===== src/rtl/cam_stream_tx.sv =====
// OV7670-style parallel camera transmitter: pclk/vsync/href/data carrying
// RGB565 pixels (high byte first) from an internal pattern generator.
// Stands in for the camera so the capture chain can run on known images.
// rst_in asserts asynchronously; its release is expected to be synchronous
// to clk_in.
//
// state    | meaning
// ---------+------------------------------------------------------------
// S_IDLE   | no frame; outputs low, waits for enable_in at a tick boundary
// S_VSYNC  | vsync_out high for VSYNC_LINES line-times
// S_VBACK  | back porch, V_BACK line-times, vsync/href low
// S_ACTIVE | href_out high, 2*H_ACTIVE byte ticks of line y
// S_HBLANK | H_BLANK ticks of href low after each active line
// S_VFRONT | front porch, V_FRONT line-times, frame_done_out at its end
module cam_stream_tx #(
   parameter int H_ACTIVE    = 320,
   parameter int V_ACTIVE    = 240,
   parameter int H_BLANK     = 32,
   parameter int VSYNC_LINES = 3,
   parameter int V_BACK      = 17,
   parameter int V_FRONT     = 10,
   parameter int CLK_DIV     = 2
) (
   input  logic        clk_in,
   input  logic        rst_in,
   input  logic        enable_in,
   input  logic [1:0]  pattern_sel_in,
   input  logic [15:0] color_in,
   output logic        pclk_out,
   output logic        vsync_out,
   output logic        href_out,
   output logic [7:0]  data_out,
   output logic        frame_done_out,
   output logic        busy_out,
   output logic [15:0] frame_count_out
);

   localparam int LINE_TICKS = 2 * H_ACTIVE + H_BLANK;
   localparam logic [31:0] VSYNC_LEN  = 32'(VSYNC_LINES * LINE_TICKS);
   localparam logic [31:0] VBACK_LEN  = 32'(V_BACK * LINE_TICKS);
   localparam logic [31:0] VFRONT_LEN = 32'(V_FRONT * LINE_TICKS);
   localparam logic [31:0] ACTIVE_LEN = 32'(2 * H_ACTIVE);
   localparam logic [31:0] HBLANK_LEN = 32'(H_BLANK);
   localparam int YW = (V_ACTIVE > 256) ? $clog2(V_ACTIVE) : 8;
   localparam logic [YW-1:0] Y_LAST = YW'(V_ACTIVE - 1);

   typedef enum logic [2:0] {
      S_IDLE, S_VSYNC, S_VBACK, S_ACTIVE, S_HBLANK, S_VFRONT
   } state_t;

   // Phases with a zero line count are never entered.
   localparam state_t FRAME_FIRST = (VSYNC_LINES > 0) ? S_VSYNC :
                                    (V_BACK > 0)      ? S_VBACK : S_ACTIVE;
   localparam state_t AFTER_VSYNC = (V_BACK > 0) ? S_VBACK : S_ACTIVE;

   logic [15:0]   div_cnt;
   logic          tick;

   state_t        state, state_nxt;
   logic [31:0]   cnt, cnt_nxt;
   // Only x[7:0] feeds the patterns; bar position is tracked separately,
   // so an 8-bit wrapping x is sufficient for any line width.
   logic [7:0]    x, x_nxt;
   logic          lo, lo_nxt;
   logic [YW-1:0] y, y_nxt;
   logic [2:0]    bar, bar_nxt;
   logic [15:0]   acc, acc_nxt, acc_sum;
   logic [1:0]    pat, pat_nxt;
   logic [15:0]   col, col_nxt;
   logic          frame_end, begin_frame, enter;
   logic [15:0]   pix;

   function automatic logic [31:0] phase_len(input state_t s);
      case (s)
         S_VSYNC:  return VSYNC_LEN - 32'd1;
         S_VBACK:  return VBACK_LEN - 32'd1;
         S_ACTIVE: return ACTIVE_LEN - 32'd1;
         S_HBLANK: return HBLANK_LEN - 32'd1;
         S_VFRONT: return VFRONT_LEN - 32'd1;
         default:  return 32'd0;
      endcase
   endfunction

   // A tick boundary is the clk_in edge on which pclk_out falls.
   assign tick = pclk_out && (div_cnt == '0);

   // Free-running pclk divider: CLK_DIV clk_in cycles per half period.
   always_ff @(posedge clk_in or posedge rst_in) begin
      if (rst_in) begin
         div_cnt  <= 16'(CLK_DIV - 1);
         pclk_out <= 1'b0;
      end else if (div_cnt == '0) begin
         div_cnt  <= 16'(CLK_DIV - 1);
         pclk_out <= ~pclk_out;
      end else begin
         div_cnt <= div_cnt - 16'd1;
      end
   end

   // Next state, phase timer and pixel position, evaluated at tick boundaries.
   always_comb begin
      state_nxt   = state;
      cnt_nxt     = cnt;
      x_nxt       = x;
      lo_nxt      = lo;
      y_nxt       = y;
      bar_nxt     = bar;
      acc_nxt     = acc;
      pat_nxt     = pat;
      col_nxt     = col;
      frame_end   = 1'b0;
      begin_frame = 1'b0;
      enter       = 1'b0;
      acc_sum     = acc + 16'd8;
      if (tick) begin
         case (state)
            S_IDLE: begin
               if (enable_in) begin_frame = 1'b1;
            end
            S_VSYNC: begin
               if (cnt == '0) begin
                  state_nxt = AFTER_VSYNC;
                  enter     = 1'b1;
               end else cnt_nxt = cnt - 32'd1;
            end
            S_VBACK: begin
               if (cnt == '0) begin
                  state_nxt = S_ACTIVE;
                  enter     = 1'b1;
               end else cnt_nxt = cnt - 32'd1;
            end
            S_ACTIVE: begin
               if (cnt == '0) begin
                  if (H_BLANK > 0) begin
                     state_nxt = S_HBLANK;
                     enter     = 1'b1;
                  end else if (y == Y_LAST) begin
                     if (V_FRONT > 0) begin
                        state_nxt = S_VFRONT;
                        enter     = 1'b1;
                     end else frame_end = 1'b1;
                  end else begin
                     y_nxt = y + 1'b1;
                     enter = 1'b1;
                  end
               end else begin
                  cnt_nxt = cnt - 32'd1;
                  if (lo) begin
                     x_nxt  = x + 8'd1;
                     lo_nxt = 1'b0;
                     // bar = (x*8)/H_ACTIVE kept as quotient/remainder pair;
                     // assumes H_ACTIVE >= 8 so at most one step per pixel.
                     if (acc_sum >= 16'(H_ACTIVE)) begin
                        acc_nxt = acc_sum - 16'(H_ACTIVE);
                        bar_nxt = bar + 3'd1;
                     end else acc_nxt = acc_sum;
                  end else lo_nxt = 1'b1;
               end
            end
            S_HBLANK: begin
               if (cnt == '0) begin
                  if (y == Y_LAST) begin
                     if (V_FRONT > 0) begin
                        state_nxt = S_VFRONT;
                        enter     = 1'b1;
                     end else frame_end = 1'b1;
                  end else begin
                     y_nxt     = y + 1'b1;
                     state_nxt = S_ACTIVE;
                     enter     = 1'b1;
                  end
               end else cnt_nxt = cnt - 32'd1;
            end
            S_VFRONT: begin
               if (cnt == '0) frame_end = 1'b1;
               else cnt_nxt = cnt - 32'd1;
            end
            default: state_nxt = S_IDLE;
         endcase
         if (frame_end) begin
            if (enable_in) begin_frame = 1'b1;
            else begin
               state_nxt = S_IDLE;
               cnt_nxt   = '0;
            end
         end
         if (begin_frame) begin
            pat_nxt   = pattern_sel_in;
            col_nxt   = color_in;
            y_nxt     = '0;
            state_nxt = FRAME_FIRST;
            enter     = 1'b1;
         end
         if (enter) begin
            cnt_nxt = phase_len(state_nxt);
            x_nxt   = '0;
            lo_nxt  = 1'b0;
            bar_nxt = '0;
            acc_nxt = '0;
         end
      end
   end

   // State register and frame/line position counters.
   always_ff @(posedge clk_in or posedge rst_in) begin
      if (rst_in) begin
         state <= S_IDLE;
         cnt   <= '0;
         x     <= '0;
         lo    <= 1'b0;
         y     <= '0;
         bar   <= '0;
         acc   <= '0;
         pat   <= '0;
         col   <= '0;
      end else begin
         state <= state_nxt;
         cnt   <= cnt_nxt;
         x     <= x_nxt;
         lo    <= lo_nxt;
         y     <= y_nxt;
         bar   <= bar_nxt;
         acc   <= acc_nxt;
         pat   <= pat_nxt;
         col   <= col_nxt;
      end
   end

   // Pixel of the tick about to start, so no pipeline latency is exposed.
   always_comb begin
      pix = 16'h0000;
      case (pat_nxt)
         2'd0: pix = col_nxt;
         2'd1: begin
            case (bar_nxt)
               3'd0: pix = 16'hFFFF;
               3'd1: pix = 16'hFFE0;
               3'd2: pix = 16'h07FF;
               3'd3: pix = 16'h07E0;
               3'd4: pix = 16'hF81F;
               3'd5: pix = 16'hF800;
               3'd6: pix = 16'h001F;
               default: pix = 16'h0000;
            endcase
         end
         2'd2: pix = {x_nxt[7:3], y_nxt[7:2], x_nxt[4:0]};
         default: pix = (x_nxt[4] ^ y_nxt[4]) ? 16'hFFFF : 16'h0000;
      endcase
   end

   // Stream outputs change only at tick boundaries; frame bookkeeping.
   always_ff @(posedge clk_in or posedge rst_in) begin
      if (rst_in) begin
         vsync_out       <= 1'b0;
         href_out        <= 1'b0;
         data_out        <= 8'h00;
         frame_done_out  <= 1'b0;
         frame_count_out <= 16'h0000;
      end else begin
         frame_done_out <= frame_end;
         if (frame_end) frame_count_out <= frame_count_out + 16'd1;
         if (tick) begin
            vsync_out <= (state_nxt == S_VSYNC);
            href_out  <= (state_nxt == S_ACTIVE);
            if (state_nxt == S_ACTIVE) data_out <= lo_nxt ? pix[7:0] : pix[15:8];
            else data_out <= 8'h00;
         end
      end
   end

   assign busy_out = (state != S_IDLE);

endmodule


===== config.mk =====
export PLATFORM = sky130hd
export DESIGN_NAME = cam_stream_tx
export DESIGN_NICKNAME = d
export VERILOG_FILES = /design/src/rtl/cam_stream_tx.sv
export SDC_FILE = /design/constraint.sdc
export NUM_CORES = 1
export LEC_CHECK = 0
export CORE_MARGIN = 2
export CORE_UTILIZATION = 45
export CTS_CLUSTER_SIZE = 10
export DETAILED_ROUTE_END_ITERATION = 10
export MAX_ROUTING_LAYER = met4
export PLACE_DENSITY = 0.61
export SYNTH_ARGS = -nofsm -noshare
export SYNTH_HDL_FRONTEND = slang
export SYNTH_SLANG_ARGS = --single-unit

===== constraint.sdc =====
create_clock -name clk_in -period 7.3 [get_ports clk_in]
set_input_delay 1.46 -clock clk_in [delete_from_list [all_inputs] [get_ports clk_in]]
set_output_delay 1.46 -clock clk_in [all_outputs]
set_load 0.01 [all_outputs]

Yosys cells after proc, flatten, opt, wreduce, memory -nomap -nowiden

Index checks and enable logic that the tools add are counted.

Register bits after elaboration: 133
Input bits: 21
Output and inout port bits: 29

$add $sub $neg: 8
$lt $le $gt $ge: 1
Eq/ne operators: 23
Mux-type cells: 65
Bitwise logic cells: 2
Reductions and logical operators: 16

Operators with widths:

| kind                                                                   | number |
|---|---|
| 32-bit 2-to-1 mux                                                      | 5 |
| 16-bit 2-to-1 mux                                                      | 9 |
| 16-bit one-hot mux with 7 select lines                                 | 1 |
| 8-bit 2-to-1 mux                                                       | 12 |
| 14-bit one-hot mux with 5 select lines                                 | 1 |
| 3-bit 2-to-1 mux                                                       | 16 |
| 16-bit one-hot mux with 3 select lines                                 | 1 |
| 32-bit zero test                                                       | 1 |
| 32-bit by 1-bit subtractor with 32-bit output, second input constant   | 1 |
| 3-bit by 2-bit == test with 1-bit output, second input constant        | 7 |
| 3-bit == test, second input constant                                   | 7 |
| 1-bit 2-to-1 mux                                                       | 17 |
| 16-bit by 1-bit adder with 16-bit output, second input constant        | 1 |
| 16-bit by 4-bit adder with 16-bit output, second input constant        | 1 |
| 8-bit by 1-bit adder with 8-bit output, second input constant          | 2 |
| 16-bit by 9-bit >= comparator with 1-bit output, second input constant | 1 |
| 16-bit zero test                                                       | 1 |
| 16-bit by 1-bit subtractor with 16-bit output, second input constant   | 1 |
| 16-bit by 9-bit subtractor with 16-bit output, second input constant   | 1 |
| 3-bit one-hot mux with 5 select lines                                  | 1 |
| 3-bit by 1-bit == test with 1-bit output, second input constant        | 4 |
| 8-bit == test, second input constant                                   | 1 |
| 4-bit AND reduction                                                    | 2 |
| 2-bit nonzero test                                                     | 4 |
| other kinds (14)                                                       | 17 |

Logic depth before layout (Yosys ltp)

Gate-level depths: netlist (run 1).

Depth in word-level cells: 15
Gate-level depth with buffers: 15
Gate-level depth less buffers: 14

Worst setup path before layout (run 1)

Ideal clock, no wire load.

Path kind: register -> register
Start: register cnt[18]
End: register data_out[3]
Arrival time: 3.839 ns
Required time: 7.174 ns
Slack: 3.335 ns
Stages on the path, launching flop included: 12
Buffers on the path: 1
Cells stage by stage: dfrtp_1 -> or4_4 -> or4_4 -> or4_1 -> buf_2 -> or4_1 -> or4_4 -> a21oi_4 -> xnor2_1 -> a21oi_4 -> a32oi_1 -> o21ai_1

Elaborated cells on any way between the ends: 56
Those cells by class: eq/ne: 9; mux: 43; bitwise: 1; reduce/logical: 3

RTL lines:

| item                                       | RTL line      | RTL |
|---|---|---|
| start: declaration                         | 60            | `logic [31:0] cnt, cnt_nxt;` |
| start signal: assignment                   | 218           | `cnt <= cnt_nxt;` |
| 32-bit zero test (*)                       | 133, 161, 175 |  |
| 1-bit 2-to-1 mux                           | 175           | `if (cnt == '0) frame_end = 1'b1;` |
| 1-bit 2-to-1 mux                           | --            |  |
| 1-bit 2-to-1 mux                           | 115           | `if (tick) begin` |
| 1-bit 2-to-1 mux                           | 180           | `if (frame_end) begin` |
| 1-bit 2-to-1 mux                           | 115           |  |
| 8-bit 2-to-1 mux (*)                       | 187           | `if (begin_frame) begin` |
| 8-bit 2-to-1 mux (*)                       | 115           |  |
| net y_nxt[4]                               | 65            | `logic [YW-1:0] y, y_nxt;` |
| 1-bit XOR (*)                              | 247           | `default: pix = (x_nxt[4] ^ y_nxt[4]) ? 16'hFFFF : 16'h0000;` |
| 16-bit 2-to-1 mux (*)                      | 247           |  |
| 16-bit one-hot mux with 3 select lines (*) | 232           | `case (pat_nxt)` |
| 8-bit 2-to-1 mux (*) (2 in series)         | 265           | `if (state_nxt == S_ACTIVE) data_out <= lo_nxt ? pix[7:0] : pix[15:8];` |
| end signal: assignment                     | 265           |  |
| end: declaration                           | 32            | `output logic [7:0] data_out,` |

Mark *: on every way through the listed nets, which the timed path passes. The rest lies on a longest branch. The select of a mux whose other input is x is not followed.
A chain may end at the register's enable or synchronous reset.

Worst setup path after layout (run 1)

Start: input enable_in
End: register data_out[0]

Longest elaborated chain between the ends: 14
Elaborated cells on any way between the ends: 41
Those cells by class: eq/ne: 9; mux: 29; bitwise: 1; reduce/logical: 2

Ends and longest elaborated chain:

| item                                                                        | RTL line | RTL |
|---|---|---|
| start: declaration                                                          | 26       | `input logic enable_in,` |
| 1-bit 2-to-1 mux                                                            | 118      | `if (enable_in) begin_frame = 1'b1;` |
| 1-bit 2-to-1 mux                                                            | 116      | `case (state)` |
| 1-bit 2-to-1 mux                                                            | 181      | `if (enable_in) begin_frame = 1'b1;` |
| 1-bit 2-to-1 mux                                                            | 180      |  |
| 1-bit 2-to-1 mux                                                            | 115      |  |
| 1-bit 2-to-1 mux                                                            | 187      |  |
| 1-bit 2-to-1 mux                                                            | 115      |  |
| 3-bit 2-to-1 mux or 8-bit 2-to-1 mux (tied branches)                        | 194      | `if (enter) begin` |
| 3-bit 2-to-1 mux or 8-bit 2-to-1 mux (tied branches)                        | 115      |  |
| 3-bit == test, or another cell as far along                                 | 235      | `case (bar_nxt)` |
| 16-bit one-hot mux with 7 select lines or 16-bit 2-to-1 mux (tied branches) | 235, 247 |  |
| 16-bit one-hot mux with 3 select lines                                      | 232      |  |
| 8-bit 2-to-1 mux                                                            | 265      |  |
| 8-bit 2-to-1 mux (*)                                                        | 265      |  |

Mark *: on every way between the ends. The rest lies on a longest branch, timed or not. The select of a mux whose other input is x is not followed.

==> flow_summary.json, run 1 <==
{
  "avgRoutedWirePerCell_um": 16.6,
  "via_per_instance_ratio": 5.82,
  "cts-root-buf": "clkbuf_16",
  "dp.final_hpwl_um": 12900,
  "outcome": "complete, no violations",
  "synth_cell_type_count": 61,
  "cp_max_fo": 31,
  "worst_setup_path_end_kind": "flop",
  "leakage_nw": 3.60,
  "clock_sink_count": 130,
  "yosys_register_bits": 130,
  "final_period_minus_worst_setup_slack_ps": 4820,
  "timing.hold.worst.start": "frame_count_out[15]$_DFFE_PP0P_",
  "slew_headroom": 0.226,
  "dieHeight_um": 133,
  "clk-insertion-delay-late_ps": 430,
  "grt_max_degree": 76,
  "worst_setup_hold_path_clk_slew_ps": 60,
  "max_freq_mhz": 208,
  "die-width_um": 133,
  "worstPathRequired_ps": 7620,
  "tightest_slew_ps": 1160,
  "hold_path.class": "reg -> reg",
  "async_flop_share": 1.00,
  "layout.nets": 928,
  "row_count": 46,
  "netlist.top_cell.by_area": "dfrtp_1",
  "overflow": 0,
  "peakVddDrop_uv": 164,
  "die-area_sq_mm": 0.0176,
  "cap_violations": 0,
  "yosysSeqAreaShare": 0.438,
  "finalHoldWorstSlack_ps": 467,
  "starting_density_of_the_core": 0.464,
  "cts-htree-levels": 4,
  "maxSlewViolCount": 0,
  "finalClockSkew_ps": 6.53,
  "post-cts-setup-buffer-count": 0,
  "areaGrowthSynthToFinish_pct": 16.8,
  "tns_setup_ps": 0,
  "timing.final.setup_violations": 0,
  "synthesis.area_per_instance_sq_um": 8.60,
  "final_min_period_over_clock_period": 0.660,
  "antennaDiodeCount": 0,
  "yosys.cell_count.top_type": "nand2_1",
  "worstPathArrival_ps": 5140,
  "clock_tree_from_tritoncts": "done",
  "via_count_of_the_first_global_routing_pass": 6213,
  "dp_slack_ps": 2080,
  "critPathLaunchType": "input pin",
  "top_level_ports": 50,
  "number_of_flops_mapped_to_enable_cells_by_yosys": 0,
  "synthesis.yosys.warnings": 0,
  "power_mw": 1.60,
  "ys_dominant_reg_cell": "dfrtp_1",
  "netlist_top_cells_area": "dfrtp_1, nand2_1, o21ai_0",
  "regToRegEndpoint": "data_out[0]$_DFFE_PP0P_",
  "min_to": "frame_count_out[15]$_DFFE_PP0P_",
  "ant_nets": 0,
  "portion_of_synthesized_cell_area_occupied_by_the_leading_cell_type": 0.434,
  "worst_flop_to_flop_path_startpoint": "cnt[18]$_DFFE_PP0P_",
  "io_buffers": 49,
  "antenna_violations_before_repair": 0,
  "worst_setup_slack_final_ps": 2480,
  "postSynthNetCount": 894,
  "gpl.final_weighted_congestion": 0.898,
  "min_path_cells": 1,
  "global_route_wire_length_before_repair_um": 31700,
  "clk_path_buf_depth": 2,
  "drt_iter0_drc": 508,
  "netlist_area_sq_mm": 0.00743,
  "setup_repair_after_global_routing_missed_its_margin": "false",
  "drt_drc_violations_left": 0,
  "routed_via_count": 6556,
  "drt-total-wl_um": 18700,
  "cts_resized": 0,
  "grt_usage": 0.228,
  "critPathKind": "in -> reg",
  "fp.coreArea_sq_mm": 0.0160,
  "power.density_cell_area_mw_per_mm2": 184,
  "worst_reg_to_reg_setup_slack_ps": 2530,
  "cts_inserted_buffers": 17,
  "post_route_cells_drive_above_1_share": 0.0659,
  "post_synth_inst_count": 864,
  "post_synth_most_frequent_cells": "nand2_1, dfrtp_1, nor2_1",
  "critPathLaunch": "enable_in",
  "holdBufCountCts": 0,
  "firstDrtPassIters": 5,
  "reg2reg_depth": 10,
  "finalHoldViolations": 0
}
-- where the power goes --
group          switching, mW  total (mW)  internal [mW]
registers                  0       0.721          0.721
clock network          0.344       0.848          0.504
logic                 0.0184      0.0292         0.0108
-- layout by cell type, fill, tap and decap left out, types with 7 or more instances in the layout --
cell type and count:
a31oi_1 8, clkdlybuf4s50_1 49, inv_1 20, nor2b_1 11, and3_1 12, ha_1 9
nor2_1 71, nand4_1 7, buf_4 7, a32o_1 7, o21ai_0 72, nand3_1 37
clkbuf_16 17, nor3b_1 16, xnor2_1 33, nor3_1 35, dfrtp_1 129, o31ai_1 7
nor4_1 18, nand2b_1 13, and2_1 12, xor2_1 22, nand2_1 131, a21oi_1 38
or3_1 15
-- worst max path at each step --
stage	endpoint	slack (ps)	depth (start not counted)
2_1_floorplan	acc[10]$_DFFE_PP0P_	2370	1
3_3_place_gp	data_out[0]$_DFFE_PP0P_	2170	10
3_5_place_dp	data_out[0]$_DFFE_PP0P_	2080	10
4_1_cts	data_out[0]$_DFFE_PP0P_	2520	10
5_1_grt	data_out[6]$_DFFE_PP0P_	2160	10
6_report	data_out[0]$_DFFE_PP0P_	2480	10
-- sequential cells by signal, indices dropped and copies added (netlist names) --
name,flops
frame_done_out,1
lo,1
cnt,32
y,8
acc,13
href_out,1
pat,2
state,3
col,16
pclk_out,1
x,8
vsync_out,1
data_out,8
frame_count_out,16
div_cnt,16
bar,3
-- final cells by class --
cell class	count	area, sq um
Clock inverter	15	158
Fill cell	1531	7320
Multi-Input combinational cell	672	3950
Tap cell	216	270
Sequential cell	130	3250
Inverter	21	81.3
Clock buffer	17	425
Timing Repair Buffer	56	543
-- kinds of logic after synthesis --
| family | Yosys count | synth area share |
|---|---|---|
| adder cells (fa/ha/maj) | 9 | 0.0152 |
| AO/OA/AOI/OAI | 191 | 0.165 |
| AND/OR/NAND/NOR | 408 | 0.273 |
| buffers and inverters | 62 | 0.0315 |
| multiplexers | 9 | 0.0126 |
| XOR/XNOR | 55 | 0.0648 |
| flip-flops | 130 | 0.438 |
-- critical path, cell delays in order --
cell and delay, ps:
clkdlybuf4s50_1 610, nor2b_1 240, nand3_1 100, o21a_1 280, nand2b_1 700, mux2i_1 710
nor2_1 180, or3_1 390, a31o_1 220, a32o_1 240
-- metrics by stage --
step           cells  cell area, sq um  utilization
5_1_grt         1127              8680        0.543
6_report        1127              8680        0.543
2_1_floorplan    864              7430            -
4_1_cts         1127              8680        0.543
3_3_place_gp    1095              8100        0.506
3_5_place_dp    1095              8100        0.506
-- metal layers --
metal  routed length [um]  up-vias  global-route usage
li1                     -     3163                   -
met1                 9160     3187               0.315
met2                 8420      184               0.330
met3                  862       22              0.0648
met4                  278        0              0.0615
met5                    0        -                   -
Note: power is estimated with default switching activity, not from simulation.
==> inputs of run 2 (changes only) <==
--- a/config.mk
+++ b/config.mk
@@ -10,7 +10,7 @@
 export CTS_CLUSTER_SIZE = 10
 export DETAILED_ROUTE_END_ITERATION = 10
 export MAX_ROUTING_LAYER = met4
-export PLACE_DENSITY = 0.61
+export PLACE_DENSITY = 0.63
 export SYNTH_ARGS = -nofsm -noshare
 export SYNTH_HDL_FRONTEND = slang
 export SYNTH_SLANG_ARGS = --single-unit
==> constraint.sdc (replaced) <==
create_clock -name clk_in -period 4.42 [get_ports clk_in]
set_input_delay 0.884 -clock clk_in [delete_from_list [all_inputs] [get_ports clk_in]]
set_output_delay 0.884 -clock clk_in [all_outputs]
set_load 0.01 [all_outputs]
==> flow_summary.json, run 2 (synthesis results as in run 1) <==
{
  "worst_setup_path_end_kind": "flop",
  "critPathLaunch": "cnt[18]$_DFFE_PP0P_",
  "critical_path.cell_chain": "or4_4 -> or4_4 -> or4_1 -> or4_1 -> or4_4 -> a21oi_4 -> xnor2_1 -> a21oi_4 -> o221ai_2 -> o21ai_1",
  "power.share.sequential": 0.463,
  "worst_setup_hold_path_clk_slew_ps": 60,
  "row_count": 46,
  "grt_usage": 0.225,
  "global_route_wire_length_before_repair_um": 31500,
  "final_area_sq_mm": 0.00877,
  "worst_setup_slack_final_ps": 331,
  "dp.final_hpwl_um": 13100,
  "fin_util": 0.548,
  "setup_repair_after_global_routing_missed_its_margin": "false",
  "reg2reg_depth": 10,
  "top_level_ports": 50,
  "io_buffers": 49,
  "cts_inserted_buffers": 17,
  "worst_path_most_repeated_cell": "or4_4",
  "drt_iter0_drc": 506,
  "starting_density_of_the_core": 0.464,
  "via_count_of_the_first_global_routing_pass": 6401,
  "overflow": 0,
  "regToRegEndpoint": "data_out[3]$_DFFE_PP0P_",
  "hold_path.class": "reg -> reg",
  "clk-insertion-delay-late_ps": 430,
  "final_min_period_over_clock_period": 0.925,
  "portion_of_total_power_attributed_to_combinational_logic": 0.019,
  "maxSlewViolCount": 0,
  "leakage_nw": 3.67,
  "gpl.final_weighted_congestion": 0.918,
  "tns_setup_ps": 0,
  "switching_power_as_a_share_of_total_power": 0.224,
  "netSwitchingPower_mw": 0.576,
  "die-area_sq_mm": 0.0176,
  "die-width_um": 133,
  "cp_slowest_cell": "or4_4",
  "critPathKind": "reg -> reg",
  "via_per_instance_ratio": 5.73,
  "post_route_cells_drive_above_1_share": 0.0809,
  "worstPathArrival_ps": 4440,
  "most-common-layout-cells": "nand2_1, dfrtp_1, o21ai_0",
  "post-cts-setup-buffer-count": 0,
  "num-fill-cells": 1477,
  "power_mw": 2.57,
  "critPathMaxStageDelay_ps": 580,
  "slew_headroom": 0.398,
  "layout.cells.most_common": "nand2_1",
  "layout.nets": 944,
  "seqCellArea_sq_mm": 0.00325,
  "peakVddDrop_uv": 276,
  "finalHoldWorstSlack_ps": 463,
  "critPathLaunchType": "flop",
  "cts-htree-levels": 4,
  "clock_tree_from_tritoncts": "done",
  "layoutNonFillerInstCount": 1143,
  "p_int_mw": 1.99,
  "critical_path_cell_count": 10,
  "ant_nets": 0,
  "routed_via_count": 6551,
  "cts_resized": 0,
  "clkPwrFrac": 0.517,
  "holdBufCountCts": 0,
  "fp.coreArea_sq_mm": 0.0160,
  "cts-root-buf": "clkbuf_16",
  "clock_sink_count": 130,
  "worst_flop_to_flop_path_startpoint": "cnt[18]$_DFFE_PP0P_",
  "dp_slack_ps": 329,
  "largest_reg_flops": 32,
  "avgRoutedWirePerCell_um": 16.2,
  "finalClockSkew_ps": 8.09,
  "worstPathRequired_ps": 4770,
  "cap_violations": 0,
  "path_buf_inv": 0,
  "multi_input_area_sq_mm": 0.00395,
  "worst_reg_to_reg_setup_slack_ps": 330,
  "postPlaceCellArea_sq_mm": 0.00822,
  "regMostFlops": "cnt",
  "final_period_minus_worst_setup_slack_ps": 4090,
  "clk_path_buf_depth": 2,
  "timing.hold.worst.start": "frame_count_out[15]$_DFFE_PP0P_",
  "areaGrowthSynthToFinish_pct": 18.0,
  "dieHeight_um": 133,
  "crit_path_end": "data_out[3]$_DFFE_PP0P_",
  "antenna_violations_before_repair": 0,
  "dp.cells": 1111,
  "crit_family": "simple AND/OR/NAND/NOR gates",
  "timing.final.setup_violations": 0,
  "antennaDiodeCount": 0,
  "finalHoldViolations": 0,
  "grt_max_degree": 57,
  "drt_drc_violations_left": 0,
  "max_freq_mhz": 245,
  "tightest_slew_ps": 899,
  "drt-total-wl_um": 18500,
  "cp_max_fo": 10,
  "power.density_cell_area_mw_per_mm2": 293,
  "firstDrtPassIters": 5,
  "outcome": "complete, no violations"
}
## run 2: cell types whose count changed in the layout (fill, tap and decap cells not counted)
cell,change
clkbuf_1,+1
clkinvlp_4,-1
clkinv_2,+2
clkinv_4,+1
buf_4,+16
bufinv_16,-1
clkbuf_8,+1
inv_6,-3
## run 2: layer usage
layer	track usage	vias up	share of wire
met4	0.0729	0	0.019
met1	0.304	3148	0.48
met2	0.338	176	0.46
met3	0.0498	33	0.042
li1	-	3194	-
met5	-	-	0
## run 2: power groups by stage
stage | logic (mW) | clock network, mW | registers, mW
after floorplan | 0.0215 | 0 | 1.21
after CTS | 0.0521 | 1.36 | 1.19
final | 0.0500 | 1.33 | 1.19
after global placement | 0.0508 | 0 | 1.21
after global routing | 0.0571 | 1.42 | 1.19
after detailed placement | 0.0517 | 0 | 1.21
## run 2: worst min path at each step
stage,to,slack [ps],depth (start not counted)
after floorplan,col[4]$_DFF_PP0_,430,2
after global routing,frame_count_out[15]$_DFFE_PP0P_,480,1
after CTS,frame_count_out[15]$_DFFE_PP0P_,470,1
after global placement,col[14]$_DFF_PP0_,450,2
after detailed placement,col[15]$_DFF_PP0_,460,2
final,frame_count_out[15]$_DFFE_PP0P_,460,1
## run 2: area by class of cell
class / instances / share of cell area
multi-input cells: 672 / 0.450
clock buffers: 19 / 0.0505
flip-flops and latches: 130 / 0.371
inverters: 21 / 0.00927
clock inverters: 13 / 0.0128
well taps: 216 / 0.0308
repair buffers: 72 / 0.0756
